$ cat src/rtl/seg7_scan_driver_if.sv
// Load/display bundle between the result registers and the seven-segment driver.
// The master drives the load strobe and the value; the slave returns status and the pins.
interface seg7_scan_driver_if #(
    parameter int unsigned DIGITS = 4,
    parameter int unsigned WIDTH  = 14
);
    logic              load;
    logic [WIDTH-1:0]  value;
    logic              hex_mode;
    logic              blank_lz;
    logic              busy;
    logic              overflow;
    logic [0:6]        seg;
    logic [DIGITS-1:0] an;

    modport master (
        output load, value, hex_mode, blank_lz,
        input  busy, overflow, seg, an
    );

    modport slave (
        input  load, value, hex_mode, blank_lz,
        output busy, overflow, seg, an
    );
endinterface

$ cat src/rtl/seg7_scan_driver.sv
// Multi-digit seven-segment driver: sequential double-dabble or hex split on load,
// committed atomically into display registers that are scanned onto one active-low bus.
module seg7_scan_driver #(
    parameter int unsigned DIGITS  = 4,
    parameter int unsigned WIDTH   = 14,
    parameter int unsigned CLK_DIV = 50000
) (
    input logic               clk,
    input logic               rst,
    seg7_scan_driver_if.slave bus
);
    localparam int unsigned BW = 4 * DIGITS;
    localparam int unsigned IW = (DIGITS > 1) ? $clog2(DIGITS) : 1;
    localparam int unsigned DW = $clog2(CLK_DIV);
    localparam int unsigned CW = $clog2(WIDTH + 1);

    function automatic longint unsigned pow10(input int unsigned n);
        longint unsigned p = 1;
        for (int unsigned k = 0; k < n; k++) p = p * 10;
        return p;
    endfunction

    localparam longint unsigned DEC_LIMIT = pow10(DIGITS);

    function automatic logic [0:6] glyph(input logic [3:0] d);
        logic [0:6] g;
        g = 7'b1111111;
        case (d)
            4'h0: g = 7'b0000001;
            4'h1: g = 7'b1001111;
            4'h2: g = 7'b0010010;
            4'h3: g = 7'b0000110;
            4'h4: g = 7'b1001100;
            4'h5: g = 7'b0100100;
            4'h6: g = 7'b0100000;
            4'h7: g = 7'b0001111;
            4'h8: g = 7'b0000000;
            4'h9: g = 7'b0000100;
            4'hA: g = 7'b0001000;
            4'hB: g = 7'b1100000;
            4'hC: g = 7'b0110001;
            4'hD: g = 7'b1000010;
            4'hE: g = 7'b0110000;
            4'hF: g = 7'b0111000;
        endcase
        return g;
    endfunction

    typedef enum logic [1:0] {IDLE, CONV, COMMIT} state_t;

    state_t            state_q;
    logic              busy_q;
    logic [WIDTH-1:0]  bin_q;
    logic [BW-1:0]     bcd_q;
    logic [CW-1:0]     iter_q;
    logic              blz_q;
    logic              ovf_q;
    logic [BW-1:0]     disp_digits_q, disp_digits_d;
    logic [DIGITS-1:0] disp_blank_q, disp_blank_d;
    logic              overflow_q, overflow_d;
    logic [DW-1:0]     div_q, div_d;
    logic [IW-1:0]     idx_q, idx_d;
    logic [DIGITS-1:0] an_q, an_d;
    logic [0:6]        seg_q, seg_d;

    logic [63:0]       value_ext_c;
    logic              ovf_load_c;
    logic [BW-1:0]     adj_c;
    logic [BW-1:0]     bcd_shift_c;
    logic [DIGITS-1:0] blank_c;
    logic              lead_c;
    logic [3:0]        digit_c;

    // Overflow is decided once at load against constant limits.
    assign value_ext_c = 64'(bus.value);
    assign ovf_load_c  = bus.hex_mode ? ((value_ext_c >> BW) != 64'd0)
                                      : (value_ext_c >= DEC_LIMIT);

    // One double-dabble step: add-3 correction then shift in the next binary bit.
    always_comb begin
        adj_c = bcd_q;
        for (int i = 0; i < int'(DIGITS); i++) begin
            if (adj_c[4*i +: 4] >= 4'd5) adj_c[4*i +: 4] = adj_c[4*i +: 4] + 4'd3;
        end
        bcd_shift_c = {adj_c[BW-2:0], bin_q[WIDTH-1]};
    end

    // Leading-zero flags: a digit blanks only if it and every higher digit are zero.
    always_comb begin
        blank_c = '0;
        lead_c  = blz_q;
        for (int i = int'(DIGITS) - 1; i >= 1; i--) begin
            lead_c     = lead_c && (bcd_q[4*i +: 4] == 4'd0);
            blank_c[i] = lead_c;
        end
    end

    // Display next-state and scan; seg/an are built from the post-commit contents.
    always_comb begin
        disp_digits_d = disp_digits_q;
        disp_blank_d  = disp_blank_q;
        overflow_d    = overflow_q;
        if (state_q == COMMIT) begin
            disp_digits_d = bcd_q;
            disp_blank_d  = blank_c;
            overflow_d    = ovf_q;
        end
        div_d = (div_q == DW'(CLK_DIV - 1)) ? '0 : div_q + DW'(1);
        idx_d = idx_q;
        if (div_q == DW'(CLK_DIV - 1)) begin
            idx_d = (idx_q == IW'(DIGITS - 1)) ? '0 : idx_q + IW'(1);
        end
        an_d    = ~(DIGITS'(1) << idx_d);
        digit_c = disp_digits_d[4*int'(idx_d) +: 4];
        if (overflow_d)               seg_d = 7'b1111110;
        else if (disp_blank_d[idx_d]) seg_d = 7'b1111111;
        else                          seg_d = glyph(digit_c);
    end

    always_ff @(posedge clk or posedge rst) begin
        if (rst) begin
            state_q       <= IDLE;
            busy_q        <= 1'b0;
            bin_q         <= '0;
            bcd_q         <= '0;
            iter_q        <= '0;
            blz_q         <= 1'b0;
            ovf_q         <= 1'b0;
            disp_digits_q <= '0;
            disp_blank_q  <= '0;
            overflow_q    <= 1'b0;
            div_q         <= '0;
            idx_q         <= '0;
            an_q          <= ~DIGITS'(1);
            seg_q         <= 7'b0000001;
        end else begin
            disp_digits_q <= disp_digits_d;
            disp_blank_q  <= disp_blank_d;
            overflow_q    <= overflow_d;
            div_q         <= div_d;
            idx_q         <= idx_d;
            an_q          <= an_d;
            seg_q         <= seg_d;
            case (state_q)
                IDLE: begin
                    if (bus.load) begin
                        busy_q <= 1'b1;
                        blz_q  <= bus.blank_lz;
                        ovf_q  <= ovf_load_c;
                        if (bus.hex_mode) begin
                            bcd_q   <= BW'(bus.value);
                            state_q <= COMMIT;
                        end else begin
                            bcd_q   <= '0;
                            bin_q   <= bus.value;
                            iter_q  <= '0;
                            state_q <= CONV;
                        end
                    end
                end
                CONV: begin
                    bcd_q  <= bcd_shift_c;
                    bin_q  <= bin_q << 1;
                    iter_q <= iter_q + CW'(1);
                    if (iter_q == CW'(WIDTH - 1)) state_q <= COMMIT;
                end
                COMMIT: begin
                    busy_q  <= 1'b0;
                    state_q <= IDLE;
                end
                default: state_q <= IDLE;
            endcase
        end
    end

    assign bus.busy     = busy_q;
    assign bus.overflow = overflow_q;
    assign bus.seg      = seg_q;
    assign bus.an       = an_q;
endmodule

$ cat src/flat_wrapper.sv
// flat-port wrapper written by rule: the top's interface ports become plain ports
module seg7_scan_driver_flat 
#(
    parameter int unsigned DIGITS  = 4,
    parameter int unsigned WIDTH   = 14,
    parameter int unsigned CLK_DIV = 50000
)
  (clk, rst, bus_load, bus_value, bus_hex_mode, bus_blank_lz, bus_busy, bus_overflow, bus_seg, bus_an);
  seg7_scan_driver_if #(.DIGITS(DIGITS), .WIDTH(WIDTH)) bus_i ();
  input logic clk;
  input logic rst;
  input wire logic [$bits(bus_i.load)-1:0] bus_load;
  input wire logic [$bits(bus_i.value)-1:0] bus_value;
  input wire logic [$bits(bus_i.hex_mode)-1:0] bus_hex_mode;
  input wire logic [$bits(bus_i.blank_lz)-1:0] bus_blank_lz;
  output wire logic [$bits(bus_i.busy)-1:0] bus_busy;
  output wire logic [$bits(bus_i.overflow)-1:0] bus_overflow;
  output wire logic [$bits(bus_i.seg)-1:0] bus_seg;
  output wire logic [$bits(bus_i.an)-1:0] bus_an;
  assign bus_i.load = bus_load;
  assign bus_i.value = bus_value;
  assign bus_i.hex_mode = bus_hex_mode;
  assign bus_i.blank_lz = bus_blank_lz;
  assign bus_busy = bus_i.busy;
  assign bus_overflow = bus_i.overflow;
  assign bus_seg = bus_i.seg;
  assign bus_an = bus_i.an;
  seg7_scan_driver #(.DIGITS(DIGITS), .WIDTH(WIDTH), .CLK_DIV(CLK_DIV)) u_core (.clk(clk), .rst(rst), .bus(bus_i));
endmodule
$ cat config.mk
export PLATFORM = sky130hd
export DESIGN_NAME = seg7_scan_driver_flat
export DESIGN_NICKNAME = d
export VERILOG_FILES = /design/src/rtl/seg7_scan_driver_if.sv /design/src/rtl/seg7_scan_driver.sv /design/src/flat_wrapper.sv
export SDC_FILE = /design/constraint.sdc
export NUM_CORES = 1
export LEC_CHECK = 0
export ABC_CLOCK_PERIOD_IN_PS = 8200
export CORE_ASPECT_RATIO = 1.75
export CORE_MARGIN = 5
export CORE_UTILIZATION = 45
export CTS_CLUSTER_DIAMETER = 200
export DETAILED_ROUTE_END_ITERATION = 8
export PLACE_DENSITY = 0.62
export SYNTH_ARGS = -nofsm -noshare
export SYNTH_HDL_FRONTEND = slang
export SYNTH_SLANG_ARGS = --single-unit
$ cat constraint.sdc
create_clock -name clk -period 8.2 [get_ports clk]
set_input_delay 1.64 -clock clk [delete_from_list [all_inputs] [get_ports clk]]
set_output_delay 1.64 -clock clk [all_outputs]
set_load 0.01 [all_outputs]
Word-level counts from Yosys, hierarchy flattened
Memories as Yosys holds them, arrays and structs flattened.
Cells that the tools add are included.
Word-level totals
  register bits after elaboration: 89
  ROM bits: 112
  input port bits: 19
  output and inout port bits: 13
  logic and storage cells: 83
  memories: 1
Cells by class
  add/sub/neg operators: 7
  $lt $le $gt $ge: 6
  equality and inequality tests: 8
  shifts and indexed selects: 2
  muxes and demuxes: 30
  bitwise gates (word level): 1
  reduce and logical (&&, ||, !) cells: 14
Memory list
  (name not given): depth 16, width 7, rd ports 1, clocked after Yosys merged registers in 0, write ports 0, RTL line seg7_scan_driver.sv:28  | case (d)
Operators by type and width (count)
  $mux W16: 3
  $mux W14: 3
  $pmux W16 S2: 1
  $pmux W14 S2: 1
  $mux W4: 6
  $add A16 B1 Y16 const B: 1
  $eq A16 B16 Y1 const B: 1
  $ge A4 B3 Y1 const B: 4
  $shiftx A16 B5 Y4: 1
  $ge A14 B14 Y1 const B: 1
  $mux W7: 2
  $add A4 B2 Y4 const B: 3
  $logic_not A4 Y1: 3
  $mux W2: 5
  $pmux W4 S2: 1
  $reduce_and A2 Y1: 4
  $add A4 B1 Y4 const B: 1
  $eq A2 B2 Y1 const B: 2
  $eq A4 B4 Y1 const B: 1
  $mux W1: 4
  $ne A2 B2 Y1 const B: 2
  $not A4 Y4: 1
  $pmux W2 S2: 1
  $reduce_bool A2 Y1: 2
  other kinds (12): 14

Longest topological paths before layout
  word-level depth: 9
  gate-level depth with buffers: 14
  gate-level depth less buffers: 13

Worst setup path after synthesis
No wires, ideal clock.
  path kind: register -> register
  start point: register u_core.div_q[4]
  end point: register u_core.seg_q (netlist bit u_core.bus.seg[4])
  setup time: 0.086 ns
  data arrival time: 3.130 ns
  required time: 8.114 ns
  setup slack: 4.984 ns
  stages on the path, launching flop included: 11
  path buffers: 1
  clock period less this slack: 3.216 ns
  path through: dfrtp_1 -> or4b_4 -> nor4_4 -> mux2i_1 -> buf_2 -> mux2_2 -> inv_1 -> ha_1 -> inv_1 -> mux2_4 -> o221ai_2
Between the ends
  cells in the longest elaborated chain, start to end: 6
  elaborated cells on any way between the ends: 8
  classes of those cells: eq/ne: 1; shift: 1; mux: 5; memory: 1
RTL lines
  start: declaration: RTL line seg7_scan_driver.sv:61  | logic [DW-1:0] div_q, div_d;
  start signal: assignment: RTL line seg7_scan_driver.sv:140  | div_q <= div_d;
  $eq A16 B16 Y1 *: RTL line seg7_scan_driver.sv:110  | if (div_q == DW'(CLK_DIV - 1)) begin
  $mux W2 *: RTL line seg7_scan_driver.sv:110
  $shiftx A16 B5 Y4 / $bmux W1 S2 (equally long branches): RTL line seg7_scan_driver.sv:114, seg7_scan_driver.sv:116
  $mem_v2 Z16 W7 / $mux W1 (equally long branches)
  $mux W7 *: RTL line seg7_scan_driver.sv:116  | else if (disp_blank_d[idx_d]) seg_d = 7'b1111111;
  $mux W7 *: RTL line seg7_scan_driver.sv:115  | if (overflow_d) seg_d = 7'b1111110;
  net u_core.seg_d (one bit): RTL line seg7_scan_driver.sv:64  | logic [0:6] seg_q, seg_d;
  end signal: assignment: RTL line seg7_scan_driver.sv:143  | seg_q <= seg_d;
  end: declaration: RTL line seg7_scan_driver.sv:64
Mark *: on every way through the listed nets, which the timed path passes. The rest lies on a longest branch. The select of a mux whose other input is x is not followed.
A chain may end at the register's enable or synchronous reset.

Final worst setup path
  start point: register u_core.div_q[4]
  end point: register u_core.seg_q (netlist bit u_core.bus.seg[6])
Between the ends
  cells in the longest elaborated chain, start to end: 6
  elaborated cells on any way between the ends: 8
  classes of those cells: eq/ne: 1; shift: 1; mux: 5; memory: 1
RTL lines
  $eq A16 B16 Y1 *: RTL line seg7_scan_driver.sv:110
  $mux W2 *: RTL line seg7_scan_driver.sv:110
  net u_core.idx_d[0]: RTL line seg7_scan_driver.sv:62  | logic [IW-1:0] idx_q, idx_d;
  $shiftx A16 B5 Y4 / $bmux W1 S2 (equally long branches): RTL line seg7_scan_driver.sv:114, seg7_scan_driver.sv:116
  $mem_v2 Z16 W7 / $mux W1 (equally long branches)
  $mux W7 *: RTL line seg7_scan_driver.sv:116
  $mux W7 *: RTL line seg7_scan_driver.sv:115
  net u_core.seg_d (one bit): RTL line seg7_scan_driver.sv:64
Marked as above.

==> reports/metrics.yaml <==
layout:
  final_cell_area_um2: 5350
  area_growth_pct: 15.51
  diodes: 0
  drive_gt1_share_pct: 9.572
  final_util_pct: 52.57
  fin_nets: 526
sta:
  tightest_slew_ns: 1.075
  fin_skew_ns: 0.004120
  fin_crit_sh_pct: 53.50
  slew_headroom_pct: 28.27
  setup_slack_ns: 3.813
  rsz0062_at_grt: "no"
  hold_viol: 0
  final.min_clock_period_ns: 4.387
  tns_ns: 0
  hold_slack_ns: 0.4606
  slew_violations: 0
  max_freq_mhz: 227.9
  setup_violations: 0
synth:
  ys_top_cells_by_area: "dfrtp_1 (46%), ha_1 (5.7%), o21ai_0 (3.6%)"
  postSynthCellCount: 462
  yosysTopAreaCell: "dfrtp_1"
  synth_area_um2: 4632
  yosysSeqAreaShare_pct: 48.19
  synth_flop_cell: "dfrtp_1"
  syn_area_per_cell_um2: 10.03
  ys_ff_latch: 89
  synth_edf_count: 0
  syn-num-nets: 502
  synth.distinct_cells: 59
  yosysTopAreaCellShare_pct: 45.92
  yosysWarnings: 0
  ys_async_sr_fraction_pct: 100.0
clock_tree:
  numCtsBuffers: 9
  ctsResizeCount: 0
  cts_root_buf: "clkbuf_16"
  clockBufferDepth: 2
  clock_latency_ns: 0.34
  cts_hold_buf: 0
  clk_pin_slew_ns: 0.06
  cts_sinks: 89
  postCtsSetupRepairBufs: 0
  cts_tree: "built"
  cts_max_level: 3
worst_setup_path:
  max_stage_delay_ns: 0.90
  worst-path-buf-inv: 2
  timing.rr.start: "u_core.div_q[4]$_DFF_PP0_"
  rr_worst_depth: 12
  crit_arrival_ns: 4.64
  cpMostUsedCell: "mux2i_1"
  crit_start: "u_core.div_q[4]$_DFF_PP0_"
  critPathSlowestCell: "mux2i_1"
  worstSetupPathType: "register to register"
  crit_family: "simple AND/OR/NAND/NOR gates"
  endpoint_kind: "register"
  cp.required_ns: 8.46
  worstPathCellList: "or4b_4, nor4_4, mux2i_1, clkinv_1, o21ai_0, o22a_1, inv_1, ha_1, nand2_1, mux2i_1, o31ai_1, a21oi_1"
  cp_max_fo: 12
  r2r_end: "u_core.bus.seg[6]$_DFF_PP1_"
  start_kind: "register"
  worstSetupPathDepth: 12
  r2r_slack_ns: 3.81
  crit_end: "u_core.bus.seg[6]$_DFF_PP1_"
global_routing:
  grt_pass1_vias: 3429
  grt_pass1_wl_um: 16720
  grt_overflow: 0
  track_usage_pct: 17.01
  grt_max_degree: 73
  antenna_found_initial: 0
floorplan:
  die-width_um: 86.70
  io_pins: 32
  design.core.area_um2: 10180
  num_rows: 49
  fp.dieH_um: 144.2
  initial_core_util_pct: 45.51
  dieArea_um2: 12500
power_and_ir_drop:
  power_density_nw_per_um2: 345.9
  ir_worst_vdd_uv: 235.9
  leakagePower_nw: 2.456
hold_path:
  hold_path.class: "register to register"
  whs_path_depth: 1
placed_design:
  placed_area_um2: 5039
  portBuffers: 31
  routabilityCongestion: 0.9065
  dp_hpwl_um: 7252
  dp_slack_ns: 3.780
route:
  viasPerCell: 5.534
  drt_wl_total_um: 9741
  drt.antenna.violating_nets: 0
  drtIter0Drc: 132
  vias: 3420
  wire_per_inst_um: 15.76
  drc_errors: 0
  dr.pass1.iters: 5
run:
  max_cap_violations: 0
run_status:
  status: "finished, final reports clean"
[state kept, by name, indices dropped and copies added, names as in the netlist]
register,cells
u_core.disp_blank_q,4
u_core.blz_q,1
u_core.bus.an,4
u_core.div_q,16
u_core.bus.overflow,1
u_core.disp_digits_q,16
u_core.bus.seg,7
u_core.bin_q,14
u_core.bcd_q,16
u_core.bus.busy,1
u_core.state_q,2
u_core.idx_q,2
u_core.ovf_q,1
u_core.iter_q,4
[synthesized netlist by cell type, drive strengths merged, types with 2 or more instances]
master / instances
dfrtp: 85
nand2: 42
nor2: 36
o21ai: 33
inv: 29
a21oi: 23
ha: 21
clkbuf: 17
mux2: 15
a222oi: 12
nand3: 12
xor2: 12
mux2i: 10
nand2b: 10
xnor2: 10
nor3: 9
a311oi: 8
and3: 7
a31oi: 6
and2: 5
buf: 5
nor2b: 5
nor3b: 5
a211oi: 4
dfstp: 4
a21o: 3
a32oi: 3
nand4: 3
o211ai: 3
clkinv: 2
nand3b: 2
nor4: 2
o221ai: 2
o31ai: 2
or4: 2
or4b: 2
[power breakdown]
group	total (W)	switching (W)	internal, W	leakage (nW)
clock network	0.000433	0.000168	0.000265	0.152
logic	0.000731	0.000409	0.000322	1.18
registers	0.000687	0.0000986	0.000589	1.13
total	0.00185	0.000675	0.00118	2.46
[cell type report]
class	instances	area [um2]
clock buffer	10	229.0
clock inverter	6	82.58
fill	968	4827
inverter	31	118.9
multi-input combinational	320	2188
sequential	89	2232
tap	127	158.9
timing repair buffer	35	340.3
[metal layers]
layer | global-route usage [%] | vias to the layer above | part of all wire [%]
li1 | - | 1691 | -
met1 | 19.11 | 1621 | 39
met2 | 30.79 | 87 | 54
met3 | 2.965 | 21 | 4.2
met4 | 7.882 | 0 | 2.5
met5 | 0 | - | 0
[kinds of logic after synthesis]
logic type | share of synthesized area (%)
buf+inv | 4.646
mux | 5.970
simple gates | 15.91
xor+xnor | 4.160
fa+ha+maj | 5.673
compound gates | 15.45
flops | 48.19
[worst min path at each step]
| stage | startpoint | endpoint |
|---|---|---|
| 2_1_floorplan | u_core.div_q[0]$_DFF_PP0_ | u_core.div_q[0]$_DFF_PP0_ |
| 3_3_place_gp | u_core.div_q[0]$_DFF_PP0_ | u_core.div_q[0]$_DFF_PP0_ |
| 3_5_place_dp | u_core.disp_blank_q[2]$_DFF_PP0_ | u_core.disp_blank_q[2]$_DFF_PP0_ |
| 4_1_cts | u_core.div_q[0]$_DFF_PP0_ | u_core.div_q[0]$_DFF_PP0_ |
| 5_1_grt | u_core.disp_blank_q[2]$_DFF_PP0_ | u_core.disp_blank_q[2]$_DFF_PP0_ |
| 6_report | u_core.div_q[0]$_DFF_PP0_ | u_core.div_q[0]$_DFF_PP0_ |
[metrics by stage]
| stage | cells | total power (W) |
|---|---|---|
| detailed placement | 602 | 0.001435 |
| global placement | 602 | 0.001416 |
| global route | 618 | 0.002010 |
| floorplan | 462 | 0.001226 |
| CTS | 618 | 0.001875 |
| finish | 618 | 0.001851 |
[worst register-to-register path, cell delays in order, from the launching register on]
cell	delay, ns
dfrtp_1	0.42
or4b_4	0.59
nor4_4	0.56
mux2i_1	0.90
clkinv_1	0.49
o21ai_0	0.19
o22a_1	0.27
inv_1	0.11
ha_1	0.24
nand2_1	0.07
mux2i_1	0.08
o31ai_1	0.28
a21oi_1	0.10
[cells in the final DEF, fill, tap and decap left out, types with 2 or more instances in the layout]
master and n:
a211oi_1 4, a21o_1 3, a21oi_1 23, a222oi_1 12
a311oi_1 8, a31oi_1 6, a32oi_1 3, and2_1 4
and3_1 7, buf_4 4, bufinv_16 2, clkbuf_16 9
clkdlybuf4s50_1 31, clkinv_2 5, dfrtp_1 85, dfstp_2 4
ha_1 21, inv_1 28, mux2_2 12, mux2_4 2
mux2i_1 10, nand2_1 42, nand2b_1 10, nand3_1 12
nand3b_1 2, nand4_1 3, nor2_1 36, nor2b_1 5
nor3_1 9, nor3b_1 5, o211ai_1 2, o21ai_0 33
o31ai_1 2, xnor2_1 10, xor2_1 12
No activity file was read; power rests on OpenSTA's default activity.
